### config.mk
export PLATFORM = sky130hd
export DESIGN_NAME = sprite_render_sequencer
export DESIGN_NICKNAME = d
export VERILOG_FILES = /design/src/rtl/duck_hunt_pkg.sv /design/src/rtl/sprite_pixel_scan.sv /design/src/rtl/sprite_render_sequencer.sv
export SDC_FILE = /design/constraint.sdc
export NUM_CORES = 1
export LEC_CHECK = 0
export ABC_AREA = 0
export BUFFER_PORTS_ARGS = -buffer_cell sky130_fd_sc_hd__buf_4
export CORE_MARGIN = 8
export CORE_UTILIZATION = 35
export CTS_CLUSTER_SIZE = 16
export DETAILED_ROUTE_END_ITERATION = 8
export PLACE_DENSITY_LB_ADDON = 0.3
export SYNTH_ARGS = -nofsm -noshare
export SYNTH_HDL_FRONTEND = slang
export SYNTH_HIERARCHICAL = 1
export SYNTH_SLANG_ARGS = --single-unit
export TNS_END_PERCENT = 30
### constraint.sdc
create_clock -name clock -period 4.9 [get_ports clock]
set_clock_uncertainty 0.2 [all_clocks]
set_input_delay 0.245 -clock clock [delete_from_list [all_inputs] [get_ports clock]]
set_output_delay 0.245 -clock clock [all_outputs]
set_load 0.02 [all_outputs]
### src/rtl/duck_hunt_pkg.sv
// Shared definitions for the sprite renderer: sequencer states, screen defaults
// and the palette constants used by the VGA plot path.
package duck_hunt_pkg;

  typedef enum logic [2:0] {
    StIdle,
    StSelect,
    StErase,
    StDraw,
    StDone
  } state_e;

  localparam int unsigned DEF_SCREEN_W  = 160;
  localparam int unsigned DEF_SCREEN_H  = 120;

  localparam logic [2:0] WHITE = 3'b111;
  localparam logic [2:0] BLACK = 3'b000;

  localparam int unsigned DEF_BG_COLOUR = int'(BLACK);

  // Counter width that stays legal when the range collapses to a single value.
  function automatic int unsigned clog2_min1(input int unsigned n);
    return (n > 1) ? $clog2(n) : 1;
  endfunction

endpackage

### src/rtl/sprite_pixel_scan.sv
// Row-major scan over the sprite bitmap: produces the candidate pixel position,
// its bitmap bit and whether it lands on the visible screen.
module sprite_pixel_scan
  import duck_hunt_pkg::*;
#(
  parameter int unsigned SPR_W    = 8,
  parameter int unsigned SPR_H    = 8,
  parameter int unsigned X_W      = 8,
  parameter int unsigned Y_W      = 7,
  parameter int unsigned SCREEN_W = DEF_SCREEN_W,
  parameter int unsigned SCREEN_H = DEF_SCREEN_H
) (
  input  logic                   clock,
  input  logic                   resetn,
  input  logic                   advance,
  input  logic                   clear,
  input  logic [X_W-1:0]         pos_x,
  input  logic [Y_W-1:0]         pos_y,
  input  logic [SPR_W*SPR_H-1:0] bitmap,
  output logic                   last,
  output logic                   qualified,
  output logic [X_W-1:0]         pix_x,
  output logic [Y_W-1:0]         pix_y
);

  localparam int unsigned CW  = clog2_min1(SPR_W);
  localparam int unsigned RW  = clog2_min1(SPR_H);
  localparam int unsigned BW  = clog2_min1(SPR_W * SPR_H);
  localparam int unsigned XW1 = X_W + 1;
  localparam int unsigned YW1 = Y_W + 1;

  localparam logic [CW-1:0] LastCol = CW'(SPR_W - 1);
  localparam logic [RW-1:0] LastRow = RW'(SPR_H - 1);
  localparam logic [X_W:0]  XLim    = XW1'(SCREEN_W);
  localparam logic [Y_W:0]  YLim    = YW1'(SCREEN_H);

  logic [CW-1:0] col_q;
  logic [RW-1:0] row_q;
  logic [BW-1:0] bit_idx;
  logic [X_W:0]  cand_x;
  logic [Y_W:0]  cand_y;
  logic          bm_bit;

  always_ff @(posedge clock or negedge resetn) begin
    if (!resetn) begin
      col_q <= '0;
      row_q <= '0;
    end else if (clear) begin
      col_q <= '0;
      row_q <= '0;
    end else if (advance) begin
      if (col_q == LastCol) begin
        col_q <= '0;
        row_q <= (row_q == LastRow) ? '0 : row_q + RW'(1);
      end else begin
        col_q <= col_q + CW'(1);
      end
    end
  end

  // One extra bit on each axis so a sprite hanging off the right/bottom edge
  // compares as off-screen instead of wrapping back to column/row 0.
  always_comb begin
    last      = (col_q == LastCol) && (row_q == LastRow);
    bit_idx   = BW'(row_q) * BW'(SPR_W) + BW'(col_q);
    bm_bit    = bitmap[bit_idx];
    cand_x    = {1'b0, pos_x} + XW1'(col_q);
    cand_y    = {1'b0, pos_y} + YW1'(row_q);
    qualified = bm_bit && (cand_x < XLim) && (cand_y < YLim);
    pix_x     = cand_x[X_W-1:0];
    pix_y     = cand_y[Y_W-1:0];
  end

endmodule

### src/rtl/sprite_render_sequencer.sv
// Per-frame erase/redraw sequencer: walks every sprite slot, erasing its old
// footprint and drawing it at the new position into a valid/ready pixel stream.
module sprite_render_sequencer
  import duck_hunt_pkg::*;
#(
  parameter int unsigned NUM_SPRITES = 7,
  parameter int unsigned SPR_W       = 8,
  parameter int unsigned SPR_H       = 8,
  parameter int unsigned X_W         = 8,
  parameter int unsigned Y_W         = 7,
  parameter int unsigned COLOUR_W    = 3,
  parameter int unsigned SCREEN_W    = DEF_SCREEN_W,
  parameter int unsigned SCREEN_H    = DEF_SCREEN_H,
  parameter int unsigned BG_COLOUR   = DEF_BG_COLOUR
) (
  input  logic                            clock,
  input  logic                            resetn,
  input  logic                            frame_tick,
  input  logic [NUM_SPRITES*X_W-1:0]      sprite_x,
  input  logic [NUM_SPRITES*Y_W-1:0]      sprite_y,
  input  logic [NUM_SPRITES-1:0]          sprite_en,
  input  logic [NUM_SPRITES*COLOUR_W-1:0] sprite_colour,
  input  logic [SPR_W*SPR_H-1:0]          sprite_bitmap,
  output logic [X_W-1:0]                  plot_x,
  output logic [Y_W-1:0]                  plot_y,
  output logic [COLOUR_W-1:0]             plot_colour,
  output logic                            plot_valid,
  input  logic                            plot_ready,
  output logic                            busy,
  output logic                            frame_done,
  output logic                            overrun
);

  localparam int unsigned IW = clog2_min1(NUM_SPRITES);
  localparam logic [IW-1:0]       LastIdx  = IW'(NUM_SPRITES - 1);
  localparam logic [COLOUR_W-1:0] BgColour = COLOUR_W'(BG_COLOUR);

  state_e                          state_q;
  logic [IW-1:0]                   idx_q;
  logic                            busy_q;
  logic                            done_q;
  logic [NUM_SPRITES*X_W-1:0]      snap_x_q;
  logic [NUM_SPRITES*Y_W-1:0]      snap_y_q;
  logic [NUM_SPRITES-1:0]          snap_en_q;
  logic [NUM_SPRITES*COLOUR_W-1:0] snap_col_q;
  logic [SPR_W*SPR_H-1:0]          snap_bm_q;
  logic [NUM_SPRITES*X_W-1:0]      old_x_q;
  logic [NUM_SPRITES*Y_W-1:0]      old_y_q;
  logic [NUM_SPRITES-1:0]          drawn_q;

  logic                scanning;
  logic                erasing;
  logic                step;
  logic                phase_end;
  logic                last_slot;
  logic                scan_last;
  logic                scan_qual;
  logic                scan_clear;
  logic [X_W-1:0]      cur_x;
  logic [Y_W-1:0]      cur_y;
  logic [COLOUR_W-1:0] cur_colour;
  logic [X_W-1:0]      pix_x;
  logic [Y_W-1:0]      pix_y;

  always_comb begin
    erasing    = (state_q == StErase);
    scanning   = erasing || (state_q == StDraw);
    scan_clear = (state_q == StIdle);
    last_slot  = (idx_q == LastIdx);
    cur_x      = erasing ? old_x_q[idx_q*X_W +: X_W] : snap_x_q[idx_q*X_W +: X_W];
    cur_y      = erasing ? old_y_q[idx_q*Y_W +: Y_W] : snap_y_q[idx_q*Y_W +: Y_W];
    cur_colour = erasing ? BgColour : snap_col_q[idx_q*COLOUR_W +: COLOUR_W];
    // Unqualified candidates never wait for the sink.
    step       = scanning && (!scan_qual || plot_ready);
    phase_end  = step && scan_last;
  end

  sprite_pixel_scan #(
    .SPR_W    (SPR_W),
    .SPR_H    (SPR_H),
    .X_W      (X_W),
    .Y_W      (Y_W),
    .SCREEN_W (SCREEN_W),
    .SCREEN_H (SCREEN_H)
  ) u_scan (
    .clock     (clock),
    .resetn    (resetn),
    .advance   (step),
    .clear     (scan_clear),
    .pos_x     (cur_x),
    .pos_y     (cur_y),
    .bitmap    (snap_bm_q),
    .last      (scan_last),
    .qualified (scan_qual),
    .pix_x     (pix_x),
    .pix_y     (pix_y)
  );

  always_ff @(posedge clock or negedge resetn) begin
    if (!resetn) begin
      state_q    <= StIdle;
      idx_q      <= '0;
      busy_q     <= 1'b0;
      done_q     <= 1'b0;
      snap_x_q   <= '0;
      snap_y_q   <= '0;
      snap_en_q  <= '0;
      snap_col_q <= '0;
      snap_bm_q  <= '0;
      old_x_q    <= '0;
      old_y_q    <= '0;
      drawn_q    <= '0;
    end else begin
      done_q <= 1'b0;
      unique case (state_q)
        StIdle: begin
          if (frame_tick) begin
            snap_x_q   <= sprite_x;
            snap_y_q   <= sprite_y;
            snap_en_q  <= sprite_en;
            snap_col_q <= sprite_colour;
            snap_bm_q  <= sprite_bitmap;
            idx_q      <= '0;
            busy_q     <= 1'b1;
            state_q    <= StSelect;
          end
        end
        StSelect: begin
          if (drawn_q[idx_q]) begin
            state_q <= StErase;
          end else if (snap_en_q[idx_q]) begin
            state_q <= StDraw;
          end else if (last_slot) begin
            state_q <= StDone;
            done_q  <= 1'b1;
          end else begin
            idx_q <= idx_q + IW'(1);
          end
        end
        StErase: begin
          if (phase_end) begin
            if (snap_en_q[idx_q]) begin
              state_q <= StDraw;
            end else begin
              drawn_q[idx_q] <= 1'b0;
              if (last_slot) begin
                state_q <= StDone;
                done_q  <= 1'b1;
              end else begin
                state_q <= StSelect;
                idx_q   <= idx_q + IW'(1);
              end
            end
          end
        end
        StDraw: begin
          if (phase_end) begin
            old_x_q[idx_q*X_W +: X_W] <= snap_x_q[idx_q*X_W +: X_W];
            old_y_q[idx_q*Y_W +: Y_W] <= snap_y_q[idx_q*Y_W +: Y_W];
            drawn_q[idx_q]            <= 1'b1;
            if (last_slot) begin
              state_q <= StDone;
              done_q  <= 1'b1;
            end else begin
              state_q <= StSelect;
              idx_q   <= idx_q + IW'(1);
            end
          end
        end
        StDone: begin
          state_q <= StIdle;
          busy_q  <= 1'b0;
        end
        default: state_q <= StIdle;
      endcase
    end
  end

  always_comb begin
    plot_valid  = scanning && scan_qual;
    plot_x      = plot_valid ? pix_x : '0;
    plot_y      = plot_valid ? pix_y : '0;
    plot_colour = plot_valid ? cur_colour : '0;
    busy        = busy_q;
    frame_done  = done_q;
    overrun     = frame_tick && (state_q != StIdle);
  end

endmodule
==> summary.txt <==
CTS
  • Worst-path clk slew: 60 ps
  • H-tree levels: 2
  • Clock Tree Buf Depth: 3
  • Total clock sinks: 323
  • Later-pin clock latency in the skew report: about 560 ps
  • CTS Buf Count: 37
  • Root buffer cell: clkbuf_16
  • CTS tree: done

Route
  • WL final: 52.6 mm
  • DRC Markers: 0
  • Vias post-DR: about 13000
  • Vias per inst: roughly 5.3
  • DR iter-0 viols: about 900
  • Pre-antenna DRT Iters: 5
  • Antenna viol nets, final: 0
  • Wire length per cell: 21.7 um

Floorplanning
  • Chip Width: 229 um
  • Die Footprint: 0.0525 mm2
  • Core box area: around 0.045 mm2
  • Num rows: 78
  • Initial Util: 35.2%
  • IO Pins: about 220
  • Die height: 229 um

Power
  • Comb power frac: 51.3%
  • Internal: 0.00862 W
  • Switching part of the total: 38.9%
  • Clock share of power: roughly a fifth
  • Flop pwr share: 29.0%
  • Net Sw Power: approximately 0.0055 W
  • Leak: 10.1 nW
  • Peak supply drop: 0.000364 V
  • Cell Pwr Density: 623 mW/mm2

Global route
  • Largest net degree at the start of global routing: 112
  • Initial antenna violation count: 2
  • Vias in the first global route: 13900
  • First-pass GRT wire length: 81.3 mm
  • Grt total ovfl: 0
  • GRT Total Usage: 19.6%

Setup path
  • FF-to-FF setup slack: roughly 110 ps
  • CP Class: flop to output port
  • Required time of the critical path: 4450 ps
  • FF-to-FF Start: idx_q[1]
  • Reg2Reg Depth: 21
  • CP Capture Type: output port
  • Crit-path max FO: 15
  • Startpoint class of the critical path: flop
  • Crit path DAT: approximately 4400 ps
  • Reg-to-Reg End: old_x_q[24]

Timing
  • Final WS setup: 104 ps
  • Final setup viols: 0
  • Fin Hold WS: 85.0 ps
  • Fmax: 0.208 GHz
  • Min Clock Period, post-route: roughly 4800 ps
  • Final setup TNS: 0 ps
  • Final Hold Viols: 0
  • Final period util: approximately 98%
  • Max_slew headroom: between 30% and 40%
  • Worst-Margin Slew: between 900 and 1000 ps
  • Slew Viols, Final: 0

Place
  • Post-DP HPWL: 35.9 mm
  • Placed inst area: 0.0191 mm2
  • DP Worst Slack: -49.2 ps
  • PortBufs: ~220
  • GPL Wtd Cong: between 0.8 and 0.9

Synthesis
  • Largest family of logic cells by synthesized area: multiplexers
  • Unique cell type count in the Yosys netlist: 73
  • EDFF count, synth: 0
  • Synth Warn #: 6
  • Ys async rst share: between 90% and 100%
  • Post-synthesis sequential area ratio: approximately half
  • Syn Area/Cell: 12.5 um2
  • Post-synthesis xor/xnor area fraction: 0.662%
  • Syn_nets: 1495
  • Cells after Synth: 1275
  • Synth Register Bits: 323
  • Multiplexer share of the synthesized area: 24.8%
  • Fraction of the mapped netlist area in simple logic gates: 8.23%
  • Post-Syn Area: 0.0159 mm2
  • Most used DFF post-synth: dfrtp_1
  • Compound-Gate Fraction of Synth Area: 10.7%
  • Adder-cell share of the synthesized area: 1.59%

Finish
  • Most common cell after layout, fill and taps aside: buf_4
  • Commonest cells after routing, fill and taps aside: buf_4 (344), dfrtp_1 (320), mux2_2 (279)
  • Share of post-route cells with drive strength above 1: between 40% and 50%
  • Post-route design area: approximately 0.023 mm2
  • Finished Core Util: 50.2%
  • Final #Nets: 2017
  • Area growth, synth to finish: 42.6%

Worst hold path
  • Hold Crit Class: input pin to asynchronous set/reset pin

Status
  • Status: complete, no violations

Job
  • Max_cap viols: 0
==> metrics by stage <==
stage	total power, W	cells
finish	0.0141	2423
global route	0.0148	2422
CTS	0.0138	2409
detailed placement	0.0108	2143
global placement	0.0106	2143
floorplan	0.00781	1275
==> worst max-delay path by stage <==
stage / end / start / slack (ps) / cells after the start
2_1_floorplan: old_x_q[11] / idx_q[1] / 20 / 19
3_3_place_gp: frame_done / idx_q[2] / -20 / 19
3_5_place_dp: frame_done / idx_q[0] / -50 / 19
4_1_cts: old_x_q[24] / idx_q[1] / 7 / 19
5_1_grt: flop / idx_q[1] / -60 / 21
6_report: plot_y[2] / idx_q[1] / 100 / 19
==> Yosys cell counts (all sizes together) (7+ instances only) <==
| cell type | count | share of area [%] |
|---|---|---|
| a21oi | 27 | 0.85 |
| a221o | 15 | 0.95 |
| a221oi | 19 | 1.2 |
| a22o | 14 | 0.77 |
| a22oi | 14 | 0.66 |
| and2 | 8 | 0.32 |
| and3 | 21 | 0.83 |
| buf | 61 | 2.3 |
| clkbuf | 25 | 0.59 |
| dfrtp | 323 | 51 |
| ha | 17 | 1.3 |
| inv | 10 | 0.24 |
| mux2 | 279 | 20 |
| mux2i | 28 | 1.8 |
| mux4 | 22 | 3.3 |
| nand2 | 102 | 2.5 |
| nand2b | 7 | 0.28 |
| nand3 | 24 | 0.79 |
| nor2 | 45 | 1.1 |
| nor2b | 14 | 0.55 |
| nor3 | 12 | 0.38 |
| o21ai | 57 | 2.0 |
| o2bb2ai | 7 | 0.39 |
| o31ai | 27 | 1.3 |
| xnor2 | 7 | 0.39 |
==> timing repair <==
| item | 4_1_cts | 5_1_grt |
|---|---|---|
| pin swaps | 1 | 8 |
| hold buffers | 199 | 0 |
| setup endpoints to repair | 27 | 108 |
| endpoints found under the hold margin | 282 | 0 |
| cloned | 0 | 0 |
| setup buffers | 5 | 11 |
| gates resized for setup | 18 | 45 |
==> routing by layer <==
metal | part of all wire, % | wire length, um | track usage [%]
met5 | 0 | 0 | 0
met4 | 3.9 | 2070 | 9.22
met3 | 5.6 | 2960 | 3.89
met2 | 49 | 25800 | 32.4
met1 | 41 | 21800 | 24.5
==> sequential cells by signal (all words and copies together) (netlist names), named ones only <==
| signal | flops |
|---|---|
| old_x_q | 56 |
| old_y_q | 49 |
| snap_en_q | 7 |
| busy | 1 |
| state_q | 3 |
| u_scan/row_q | 3 |
| snap_col_q | 21 |
| snap_x_q | 56 |
| u_scan/col_q | 3 |
| snap_y_q | 49 |
| idx_q | 3 |
| snap_bm_q | 64 |
| frame_done | 1 |
==> worst max-delay path: stages (launching register included) <==
cell and delay, ps:
dfrtp_2 420, buf_6 150, buf_4 150, nor2b_2 160, a221oi_1 290, o21bai_2 190
nand2_1 80, o31a_1 140, ha_2 200, inv_1 70, fa_2 200, nor2b_2 50
o2111a_1 240, or4_1 490, a21boi_2 230, a2111oi_4 80, buf_4 170, buf_4 160
and3_1 160, buf_4 170
==> cell families after synthesis <==
family                     after synthesis
AOI/OAI and AO/OA                      228
muxes                                  329
buffers and inverters                   98
and+or+nand+nor                        266
DFF                                    323
adders and majority gates               19
xor gates and xnor gates                12
==> cell type report <==
| class | instances | area (um2) |
|---|---|---|
| multi-input cells | 854 | 7510 |
| fillers | 3929 | 22400 |
| repair buffers | 569 | 5040 |
| well taps | 600 | 751 |
| clock buffers | 51 | 1050 |
| flip-flops and latches | 323 | 8090 |
| clock inverters | 11 | 151 |
| inverters | 12 | 48.8 |
| diodes | 3 | 7.51 |
==> power by group through the flow <==
stage / sequential (W) / combinational, W / clock (W)
floorplan: 0.00388 / 0.00393 / 0
global placement: 0.00410 / 0.00654 / 0
detailed placement: 0.00413 / 0.00662 / 0
CTS: 0.00408 / 0.00692 / 0.00283
global route: 0.00419 / 0.00770 / 0.00294
finish: 0.00409 / 0.00724 / 0.00278
No activity file was read; power rests on OpenSTA's default activity.
